[src/rtl/neuron_feeder_if.sv]
// Bus between the neuron feeder and its surroundings: vector write port, start/busy,
// neuron-side pair stream and captured result. result_q8 exists only with NEURON_FEEDER_SAT8_EN.
interface neuron_feeder_if #(
  parameter int N_INPUTS = 8,
  parameter int DATA_W   = 8,
  parameter int Y_W      = 18
);
  localparam int AW = (N_INPUTS > 1) ? $clog2(N_INPUTS) : 1;

  logic                     wr_en;
  logic [AW-1:0]            wr_addr;
  logic signed [DATA_W-1:0] wr_x;
  logic signed [DATA_W-1:0] wr_w;
  logic                     start;
  logic                     busy;
  logic                     acc_clr;
  logic signed [DATA_W-1:0] x_out;
  logic signed [DATA_W-1:0] w_out;
  logic                     out_valid;
  logic signed [Y_W-1:0]    y_in;
  logic signed [Y_W-1:0]    result;
  logic                     result_valid;
`ifdef NEURON_FEEDER_SAT8_EN
  logic signed [DATA_W-1:0] result_q8;
`endif

  modport master (
    output wr_en, wr_addr, wr_x, wr_w, start, y_in,
    input  busy, acc_clr, x_out, w_out, out_valid, result, result_valid
`ifdef NEURON_FEEDER_SAT8_EN
    , input result_q8
`endif
  );

  modport slave (
    input  wr_en, wr_addr, wr_x, wr_w, start, y_in,
    output busy, acc_clr, x_out, w_out, out_valid, result, result_valid
`ifdef NEURON_FEEDER_SAT8_EN
    , output result_q8
`endif
  );
endinterface

[src/rtl/neuron_feeder.sv]
// Sequencer that streams a stored (x, w) vector into the pipelined neuron and captures y.
// Optional saturated next-layer output result_q8 is enabled by defining NEURON_FEEDER_SAT8_EN.
module neuron_feeder #(
  parameter int N_INPUTS = 8,
  parameter int DATA_W   = 8,
  parameter int Y_W      = 18,
  parameter int LATENCY  = 4
) (
  input logic            clk,
  input logic            rst,
  neuron_feeder_if.slave bus
);
  localparam int IDX_W = (N_INPUTS > 1) ? $clog2(N_INPUTS) : 1;
  localparam int CNT_W = $clog2(LATENCY + 1);

  typedef enum logic [2:0] {IDLE, CLEAR, STREAM, DRAIN, DONE} state_t;

  state_t                   state_q, state_d;
  logic [IDX_W-1:0]         idx_q, idx_d, idx_inc;
  logic [CNT_W-1:0]         cnt_q, cnt_d;
  logic signed [DATA_W-1:0] x_arr [N_INPUTS];
  logic signed [DATA_W-1:0] w_arr [N_INPUTS];

  logic                     busy_q, acc_clr_q, out_valid_q, result_valid_q;
  logic signed [DATA_W-1:0] x_q, w_q;
  logic signed [Y_W-1:0]    result_q;

  logic                     acc_clr_d, out_valid_d, capture, wr_ok;
  logic signed [DATA_W-1:0] x_d, w_d;

  assign idx_inc = idx_q + IDX_W'(1);
  assign wr_ok   = (state_q == IDLE) && bus.wr_en &&
                   ({1'b0, bus.wr_addr} < (IDX_W+1)'(N_INPUTS));

  // Next-state logic also computes the values the output registers take on the next edge.
  always_comb begin
    state_d     = state_q;
    idx_d       = idx_q;
    cnt_d       = cnt_q;
    acc_clr_d   = 1'b0;
    out_valid_d = 1'b0;
    capture     = 1'b0;
    x_d         = '0;
    w_d         = '0;
    case (state_q)
      IDLE: begin
        if (bus.start) begin
          state_d   = CLEAR;
          acc_clr_d = 1'b1;
        end
      end
      CLEAR: begin
        state_d     = STREAM;
        idx_d       = '0;
        x_d         = x_arr[0];
        w_d         = w_arr[0];
        out_valid_d = 1'b1;
      end
      STREAM: begin
        if (idx_q == IDX_W'(N_INPUTS - 1)) begin
          state_d = DRAIN;
          cnt_d   = CNT_W'(LATENCY);
        end else begin
          idx_d       = idx_inc;
          x_d         = x_arr[idx_inc];
          w_d         = w_arr[idx_inc];
          out_valid_d = 1'b1;
        end
      end
      DRAIN: begin
        if (cnt_q == CNT_W'(1)) begin
          state_d = DONE;
          capture = 1'b1;
        end else begin
          cnt_d = cnt_q - CNT_W'(1);
        end
      end
      DONE:    state_d = IDLE;
      default: state_d = IDLE;
    endcase
  end

  always_ff @(posedge clk or posedge rst) begin
    if (rst) begin
      state_q        <= IDLE;
      idx_q          <= '0;
      cnt_q          <= '0;
      busy_q         <= 1'b0;
      acc_clr_q      <= 1'b0;
      out_valid_q    <= 1'b0;
      result_valid_q <= 1'b0;
      x_q            <= '0;
      w_q            <= '0;
      result_q       <= '0;
      for (int i = 0; i < N_INPUTS; i++) begin
        x_arr[i] <= '0;
        w_arr[i] <= '0;
      end
    end else begin
      state_q        <= state_d;
      idx_q          <= idx_d;
      cnt_q          <= cnt_d;
      busy_q         <= (state_d != IDLE);
      acc_clr_q      <= acc_clr_d;
      out_valid_q    <= out_valid_d;
      result_valid_q <= capture;
      x_q            <= x_d;
      w_q            <= w_d;
      if (capture) result_q <= bus.y_in;
      // The array write lands on the same edge that samples start, so CLEAR already sees it.
      if (wr_ok) begin
        x_arr[bus.wr_addr] <= bus.wr_x;
        w_arr[bus.wr_addr] <= bus.wr_w;
      end
    end
  end

  assign bus.busy         = busy_q;
  assign bus.acc_clr      = acc_clr_q;
  assign bus.out_valid    = out_valid_q;
  assign bus.result_valid = result_valid_q;
  assign bus.x_out        = x_q;
  assign bus.w_out        = w_q;
  assign bus.result       = result_q;

`ifdef NEURON_FEEDER_SAT8_EN
  localparam logic signed [Y_W-1:0] SAT_MAX = Y_W'((1 << (DATA_W - 1)) - 1);
  localparam logic signed [Y_W-1:0] SAT_MIN = ~SAT_MAX;

  logic signed [DATA_W-1:0] q8_d, q8_q;

  always_comb begin
    if (bus.y_in > SAT_MAX)      q8_d = SAT_MAX[DATA_W-1:0];
    else if (bus.y_in < SAT_MIN) q8_d = SAT_MIN[DATA_W-1:0];
    else                         q8_d = bus.y_in[DATA_W-1:0];
  end

  always_ff @(posedge clk or posedge rst) begin
    if (rst)          q8_q <= '0;
    else if (capture) q8_q <= q8_d;
  end

  assign bus.result_q8 = q8_q;
`endif
endmodule

[src/flat_wrapper.sv]
// flat-port wrapper written by rule: the top's interface ports become plain ports
module neuron_feeder_flat 
#(
  parameter int N_INPUTS = 8,
  parameter int DATA_W   = 8,
  parameter int Y_W      = 18,
  parameter int LATENCY  = 4
)
  (clk, rst, bus_wr_en, bus_wr_addr, bus_wr_x, bus_wr_w, bus_start, bus_y_in, bus_busy, bus_acc_clr, bus_x_out, bus_w_out, bus_out_valid, bus_result, bus_result_valid);
  neuron_feeder_if #(.N_INPUTS(N_INPUTS), .DATA_W(DATA_W), .Y_W(Y_W)) bus_i ();
  input logic clk;
  input logic rst;
  input wire logic [$bits(bus_i.wr_en)-1:0] bus_wr_en;
  input wire logic [$bits(bus_i.wr_addr)-1:0] bus_wr_addr;
  input wire logic [$bits(bus_i.wr_x)-1:0] bus_wr_x;
  input wire logic [$bits(bus_i.wr_w)-1:0] bus_wr_w;
  input wire logic [$bits(bus_i.start)-1:0] bus_start;
  input wire logic [$bits(bus_i.y_in)-1:0] bus_y_in;
  output wire logic [$bits(bus_i.busy)-1:0] bus_busy;
  output wire logic [$bits(bus_i.acc_clr)-1:0] bus_acc_clr;
  output wire logic [$bits(bus_i.x_out)-1:0] bus_x_out;
  output wire logic [$bits(bus_i.w_out)-1:0] bus_w_out;
  output wire logic [$bits(bus_i.out_valid)-1:0] bus_out_valid;
  output wire logic [$bits(bus_i.result)-1:0] bus_result;
  output wire logic [$bits(bus_i.result_valid)-1:0] bus_result_valid;
  assign bus_i.wr_en = bus_wr_en;
  assign bus_i.wr_addr = bus_wr_addr;
  assign bus_i.wr_x = bus_wr_x;
  assign bus_i.wr_w = bus_wr_w;
  assign bus_i.start = bus_start;
  assign bus_i.y_in = bus_y_in;
  assign bus_busy = bus_i.busy;
  assign bus_acc_clr = bus_i.acc_clr;
  assign bus_x_out = bus_i.x_out;
  assign bus_w_out = bus_i.w_out;
  assign bus_out_valid = bus_i.out_valid;
  assign bus_result = bus_i.result;
  assign bus_result_valid = bus_i.result_valid;
  neuron_feeder #(.N_INPUTS(N_INPUTS), .DATA_W(DATA_W), .Y_W(Y_W), .LATENCY(LATENCY)) u_core (.clk(clk), .rst(rst), .bus(bus_i));
endmodule
[config.mk]
export PLATFORM = sky130hd
export DESIGN_NAME = neuron_feeder_flat
export DESIGN_NICKNAME = d
export VERILOG_FILES = /design/src/rtl/neuron_feeder_if.sv /design/src/rtl/neuron_feeder.sv /design/src/flat_wrapper.sv
export SDC_FILE = /design/constraint.sdc
export NUM_CORES = 1
export LEC_CHECK = 0
export BUFFER_PORTS_ARGS = -buffer_cell sky130_fd_sc_hd__buf_4
export CAP_MARGIN = 20
export CORE_ASPECT_RATIO = 1.1
export CORE_MARGIN = 2
export CORE_UTILIZATION = 45
export CTS_CLUSTER_DIAMETER = 80
export DETAILED_ROUTE_END_ITERATION = 16
export GPL_TIMING_DRIVEN = 0
export PLACE_DENSITY = 0.64
export SYNTH_ARGS = -nofsm -noshare
export SYNTH_HDL_FRONTEND = slang
export SYNTH_SLANG_ARGS = --single-unit
[constraint.sdc]
create_clock -name clk -period 5.5 [get_ports clk]
set_input_delay 0.825 -clock clk [delete_from_list [all_inputs] [get_ports clk]]
set_output_delay 0.825 -clock clk [all_outputs]
set_load 0.05 [all_outputs]
# After elaboration in Yosys (flattened, before gate mapping)
# Index checks and enable logic that the tools add are counted.
# totals
regBits	175
latch_bits	0
ramBits	0
rom_bits	0
input_bits	41
out_inout_bits	38
word_cells	78
memories	0
# op_classes
add_sub_neg	2
mul	0
div_mod_pow	0
order_cmp	3
eq_ne	8
n_shift	0
mux	29
n_bitwise	2
reduce_logical	8
# op_table
operator	count
$bwmux W64	2
$mux W8	7
$bmux W8 S3	2
$pmux W8 S2	2
$demux W8 S3	1
$mux W3	6
$pmux W3 S2	2
$pmux W3 S4	1
$ge A4 B4 Y1 const B	2
$not A3 Y4	2
$eq A3 B1 Y1 const B	2
$eq A3 B2 Y1 const B	2
$mux W1	5
$lt A4 B1 Y1 const B	1
$ne A2 B2 Y1 const B	2
$reduce_bool A2 Y1	2
$add A3 B1 Y3 const B	1
$eq A3 B3 Y1 const B	1
$logic_not A3 Y1	1
$reduce_and A3 Y1	1
$reduce_bool A3 Y1	1
$sub A3 B1 Y3 const B	1
$logic_and A1 B1 Y1	2
$ne A2 B1 Y1 const B	1
other kinds (2)	2

# Logic depth before layout (Yosys ltp)
# logic_depth
depth_word	7
mapped_depth	6
mapped_depth_nobuf	5

# Worst setup path after synthesis
# Ideal clock, no wire load.
# synth_path
path_type	input to register
from	input port bus_wr_en
to	register u_core.w_arr[24] (netlist bit)
setup_ns	0.125
t_arrival_ns	2.334
t_required_ns	5.375
slack_ns	3.042
stages	5
path_buffers	2
path_cell_list	or4b_1 > buf_4 > nor4b_4 > buf_6 > mux2_2
# synth_between
elab_chain_cells	1
# synth_lines
item	line_no	source
start, declared	flat_wrapper.sv:13	input wire logic [$bits(bus_i.wr_en)-1:0] bus_wr_en;
$logic_and A1 B1 Y1	neuron_feeder.sv:32	assign wr_ok = (state_q == IDLE) && bus.wr_en &&
end signal, assigned by index	neuron_feeder.sv:113	w_arr[bus.wr_addr] <= bus.wr_w;
end, declared	neuron_feeder.sv:22	logic signed [DATA_W-1:0] w_arr [N_INPUTS];
# Every way passes these cells.
# A chain may end at the register's enable or synchronous reset.

# Final worst setup path
# layout_path
from	register u_core.idx_q[0]
to	register u_core.w_q[4], in the netlist u_core.bus.w_out[4]
# layout_between
elab_chain_cells	7
word_cells_on_any_way	8
classes_between	add/sub: 1; eq/ne: 1; mux: 5; bitwise: 1
# layout_lines
item	line_no	source
start, declared	neuron_feeder.sv:19	logic [IDX_W-1:0] idx_q, idx_d, idx_inc;
start signal, assigned	neuron_feeder.sv:101	idx_q <= idx_d;
$add A3 B1 Y3	neuron_feeder.sv:31	assign idx_inc = idx_q + IDX_W'(1);
$not A3 Y4 (implied by the code)	neuron_feeder.sv:66	w_d = w_arr[idx_inc];
$bmux W8 S3	neuron_feeder.sv:66	
$mux W8 (implied by the code) (2 in series)	neuron_feeder.sv:66	
$mux W8 (*)	neuron_feeder.sv:60	if (idx_q == IDX_W'(N_INPUTS - 1)) begin
$pmux W8 S2 (*)	neuron_feeder.sv:45	case (state_q)
net u_core.w_d[4]	neuron_feeder.sv:29	logic signed [DATA_W-1:0] x_d, w_d;
end signal, assigned	neuron_feeder.sv:108	w_q <= w_d;
end, declared	neuron_feeder.sv:25	logic signed [DATA_W-1:0] x_q, w_q;
# The timed path passes the listed nets; every way through them passes the cells marked *. The select of a mux whose other input is x is not followed.

==> run summary <==
The logs give 0 for the number of nets with antenna violations after detailed routing and 0.43 ns for the clock latency on the worst-skew pair. The minimum period implied by the final worst setup slack works out to 3.04 ns. The power density over the cells was 640 nW/µm²; the post-detailed-route via-to-cell ratio was 5.56. Among all flip-flop cells after synthesis, the most frequent one is dfrtp_1. The switching part of the total was 36.6%.

The congestion estimate from routability-driven global placement came to 0.769. The run gives 17 as the number of CTS-inserted buffers. The critical path is of the flop to flop type.

In this run the standard cell core region covers 16900 µm². In this run the number of H-tree levels came out at 4. For the register area share after synthesis, the log shows 56.7%. Across all layers, the routed design uses 4684 vias.

Summed over all nets, the half-perimeter wirelength after detailed placement is 11.8 mm. Cell count after placement: 809. The die covers 18200 µm². STA classifies the critical path startpoint as a flop.

The floorplan has 50 rows. Final wirelength: 17.7 mm. For the share of total power in the clock network, the log shows 21.4%. Measured against its own limit, the worst slew margin works out to 39.3%.

The number of hold violations in the final report is 0. Of all nets on the critical path, the largest fanout is 10. The number of global-route vias before repair was 5137.

For this run, the post-layout net count is 666. The actual transition at the worst max-transition pin is 0.910 ns, and the post-synth design cell area is 7730 µm². The number of gates given a new drive strength after cts is 0. Registers are responsible for 36.4% of the overall power. The number of flops mapped to enable cells by yosys works out to 0.

The critical path goes through ha_1 -> buf_1 -> or2_2 -> clkbuf_1 -> o22ai_1 -> o31ai_1. The Yosys step of the flow raised 0 warnings. The mean cell area of the mapped netlist works out to 14.8 µm². The async set or reset register ratio after synthesis was 100%; the share of total power in combinational logic was 42.3%. The run gives 329 MHz as the fmax. For the count of pins over their slew limit, the log shows 0. 79 I/O pins were placed. Initial antenna violation count: 0. STA classifies the critical path endpoint as a flop. Once the clock tree was built, the setup fixing pass inserted 0 buffers. VDD sags by at most 0.375 mV. Yosys mapped the design onto 38 distinct sky130hd cell types.

Data arrives at the worst endpoint at 3.36 ns. The routed length per placed instance is 21.0 µm. At the worst endpoint, the required time is 5.81 ns. The die is 141 µm tall. TritonCTS built the clock tree. The tools report the number of non-filler instances in the completed layout as 842. For the count of endpoints failing setup in the final report, the log shows 0. The number of antenna diodes in the final layout is 0. Of the available clock period, the critical path in the final layout requires 55.3%.

For the final design utilization, the log shows 54.8%. The sink count of the clock tree is 175. The run finished with clean final reports.

For this design, the slowest cell found on the critical path is buf_1. The cell count after synthesis came out at 522. The design internal power was 0.00376 W.

In this run the tool buffered the top-level ports with 75 buffer cells. Setup repair after global routing left no endpoint under its margin. The largest clock skew in the final design came out at 0.00537 ns. For this configuration, the core starts out at a cell density of 45.7%. The run gives 0 as the post-detailed-route DRC marker count. The worst min-delay path class is primary input to asynchronous set/reset pin. The pre-antenna-repair detailed-routing pass consisted of 4 iterations.

The global route total overflow was 0. The logs give 0 for the hold buffer count at cts and 0.00217 W for the net switching power figure. The longest clock path from root to sink contains 2 buffers.

Summed over all failing endpoints, the final setup total negative slack is 0 ns. The buffer cell driving the clock tree root was clkbuf_16. On the worst path, the slowest cell contributes a delay of 0.68 ns. From synthesis to final layout, the design area changed by 19.9%. Entering global routing, the biggest net connects 44 pins. Clock-pin slew was measured on the worst setup and hold paths at 0.07 ns. The detailed router's first-iteration violation count is 164.

The number of max-capacitance violations reported is 0, and the total routing resource utilization after global routing is 20.8%. Synthesis produced a netlist with a net count of 567. The first global-routing pass estimated 28.2 mm of wire. The ratio of cells with drive above 1 in the final layout is 51.1%, and the number of register bits inferred by synthesis is 175.

The horizontal die dimension is 129 µm, and the static leakage is 4.21 nW.
[synthesized netlist by cell type, drive strengths merged, types with 2 or more instances]
| cell type | n | area, µm² |
|---|---|---|
| nand3 | 2 | 10.0 |
| nor2b | 14 | 87.6 |
| o21ai | 3 | 15.0 |
| ha | 4 | 50.1 |
| dfrtp | 175 | 4380 |
| nand2b | 3 | 18.8 |
| nand4b | 2 | 17.5 |
| clkbuf | 15 | 56.3 |
| nor2 | 7 | 26.3 |
| nor3 | 5 | 36.3 |
| o2bb2ai | 3 | 26.3 |
| a32oi | 2 | 17.5 |
| o22ai | 16 | 100 |
| mux4 | 16 | 360 |
| mux2 | 178 | 2000 |
| nor3b | 3 | 22.5 |
| inv | 7 | 26.3 |
| buf | 15 | 98.8 |
| o31ai | 17 | 128 |
| nor4b | 3 | 62.6 |
| or2 | 2 | 12.5 |
| nand2 | 20 | 75.1 |
[logic make-up after synthesis]
family	after synthesis	synth area share (%)
mux	195	30.7
flops	175	56.7
simple gates	66	5.47
compound gates	44	4.02
buf+inv	37	2.35
fa+ha+maj	4	0.648
xor+xnor	1	0.113
[layout make-up]
class                           instances  area [µm²]
Buffer                                 30         155
Clock buffer                           20         467
Clock inverter                         12         158
Fill cell                            1425        7630
Inverter                                7        30.0
Multi-Input combinational cell        310        3170
Sequential cell                       175        4380
Tap cell                              208         260
Timing Repair Buffer                   80         648
[worst paths after layout]
path,slack (ns),from,endpoint,cells past startpoint
min in group clk,0.49,u_core.x_arr[42],u_core.x_arr[42],1
worst max-delay path,2.46,u_core.idx_q[0],u_core.bus.w_out[4],6
worst min-delay path,0.49,rst,u_core.x_arr[3],2
worst min register to register,0.49,u_core.x_arr[42],u_core.x_arr[42],1
worst max register to register,2.46,u_core.idx_q[0],u_core.bus.w_out[4],6
max in group asynchronous,3.88,rst,u_core.w_arr[38],5
[metal layers]
layer	routed length (µm)	global-route usage (%)
met1	7630	26.4
met2	8830	34.4
met3	813	5.43
met4	393	7.67
met5	0	0
[critical path, delay by kind of cell, from the launching register on]
family	cells	cell delay [ns]
AOI/OAI and AO/OA	2	0.44
adders and majority gates	1	0.45
buffers and inverters	2	1.23
DFF	1	0.47
and+or+nand+nor	1	0.31
[layout by cell type, fill, tap and decap left out, types with 2 or more instances in the layout]
master	synthesis	final
dfrtp_1	175	175
mux2_2	174	174
buf_4	3	78
nand2_1	20	20
o31ai_1	17	17
clkbuf_16	0	17
mux4_2	16	16
o22ai_1	16	16
clkbuf_1	15	15
nor2b_1	14	14
buf_2	7	8
nor2_1	7	7
inv_1	7	6
nor3_1	4	4
clkinvlp_4	0	4
mux2_1	4	4
ha_1	4	4
buf_12	0	4
buf_6	3	3
nor3b_1	3	3
nand2b_1	3	3
o21ai_0	3	3
o2bb2ai_1	3	3
clkbuf_8	0	3
bufinv_16	0	3
nor4b_4	2	2
nand4b_1	2	2
nand3_1	2	2
buf_1	2	2
a32oi_1	2	2
or2_2	2	2
clkinv_2	0	2
inv_6	0	2
clkinv_4	0	2
[metrics by stage]
step / power (W) / setup WS (ns) / area [µm²] / hold WS, ns
finish: 0.00593 / 2.46 / 9260 / 0.488
global route: 0.00626 / 2.22 / 9260 / 0.497
CTS: 0.00598 / 2.38 / 9260 / 0.489
detailed placement: 0.00470 / 2.40 / 8630 / 0.473
global placement: 0.00459 / 1.53 / 8550 / 0.462
floorplan: 0.00394 / 2.44 / 7730 / 0.452
[state kept, by name, indices dropped and copies added, names as in the netlist, 3 cells and up]
name               count
u_core.x_arr          64
u_core.w_arr          64
u_core.bus.result     18
u_core.bus.x_out       8
u_core.idx_q           3
u_core.bus.w_out       8
u_core.cnt_q           3
u_core.state_q         3
[power by group through the flow]
stage	clock network, W	logic, W	registers (W)
2_1_floorplan	0	0.00145	0.00249
3_3_place_gp	0	0.00246	0.00212
3_5_place_dp	0	0.00253	0.00217
4_1_cts	0.00129	0.00253	0.00216
5_1_grt	0.00134	0.00269	0.00223
6_report	0.00127	0.00251	0.00216
No activity file was read; power rests on OpenSTA's default activity.
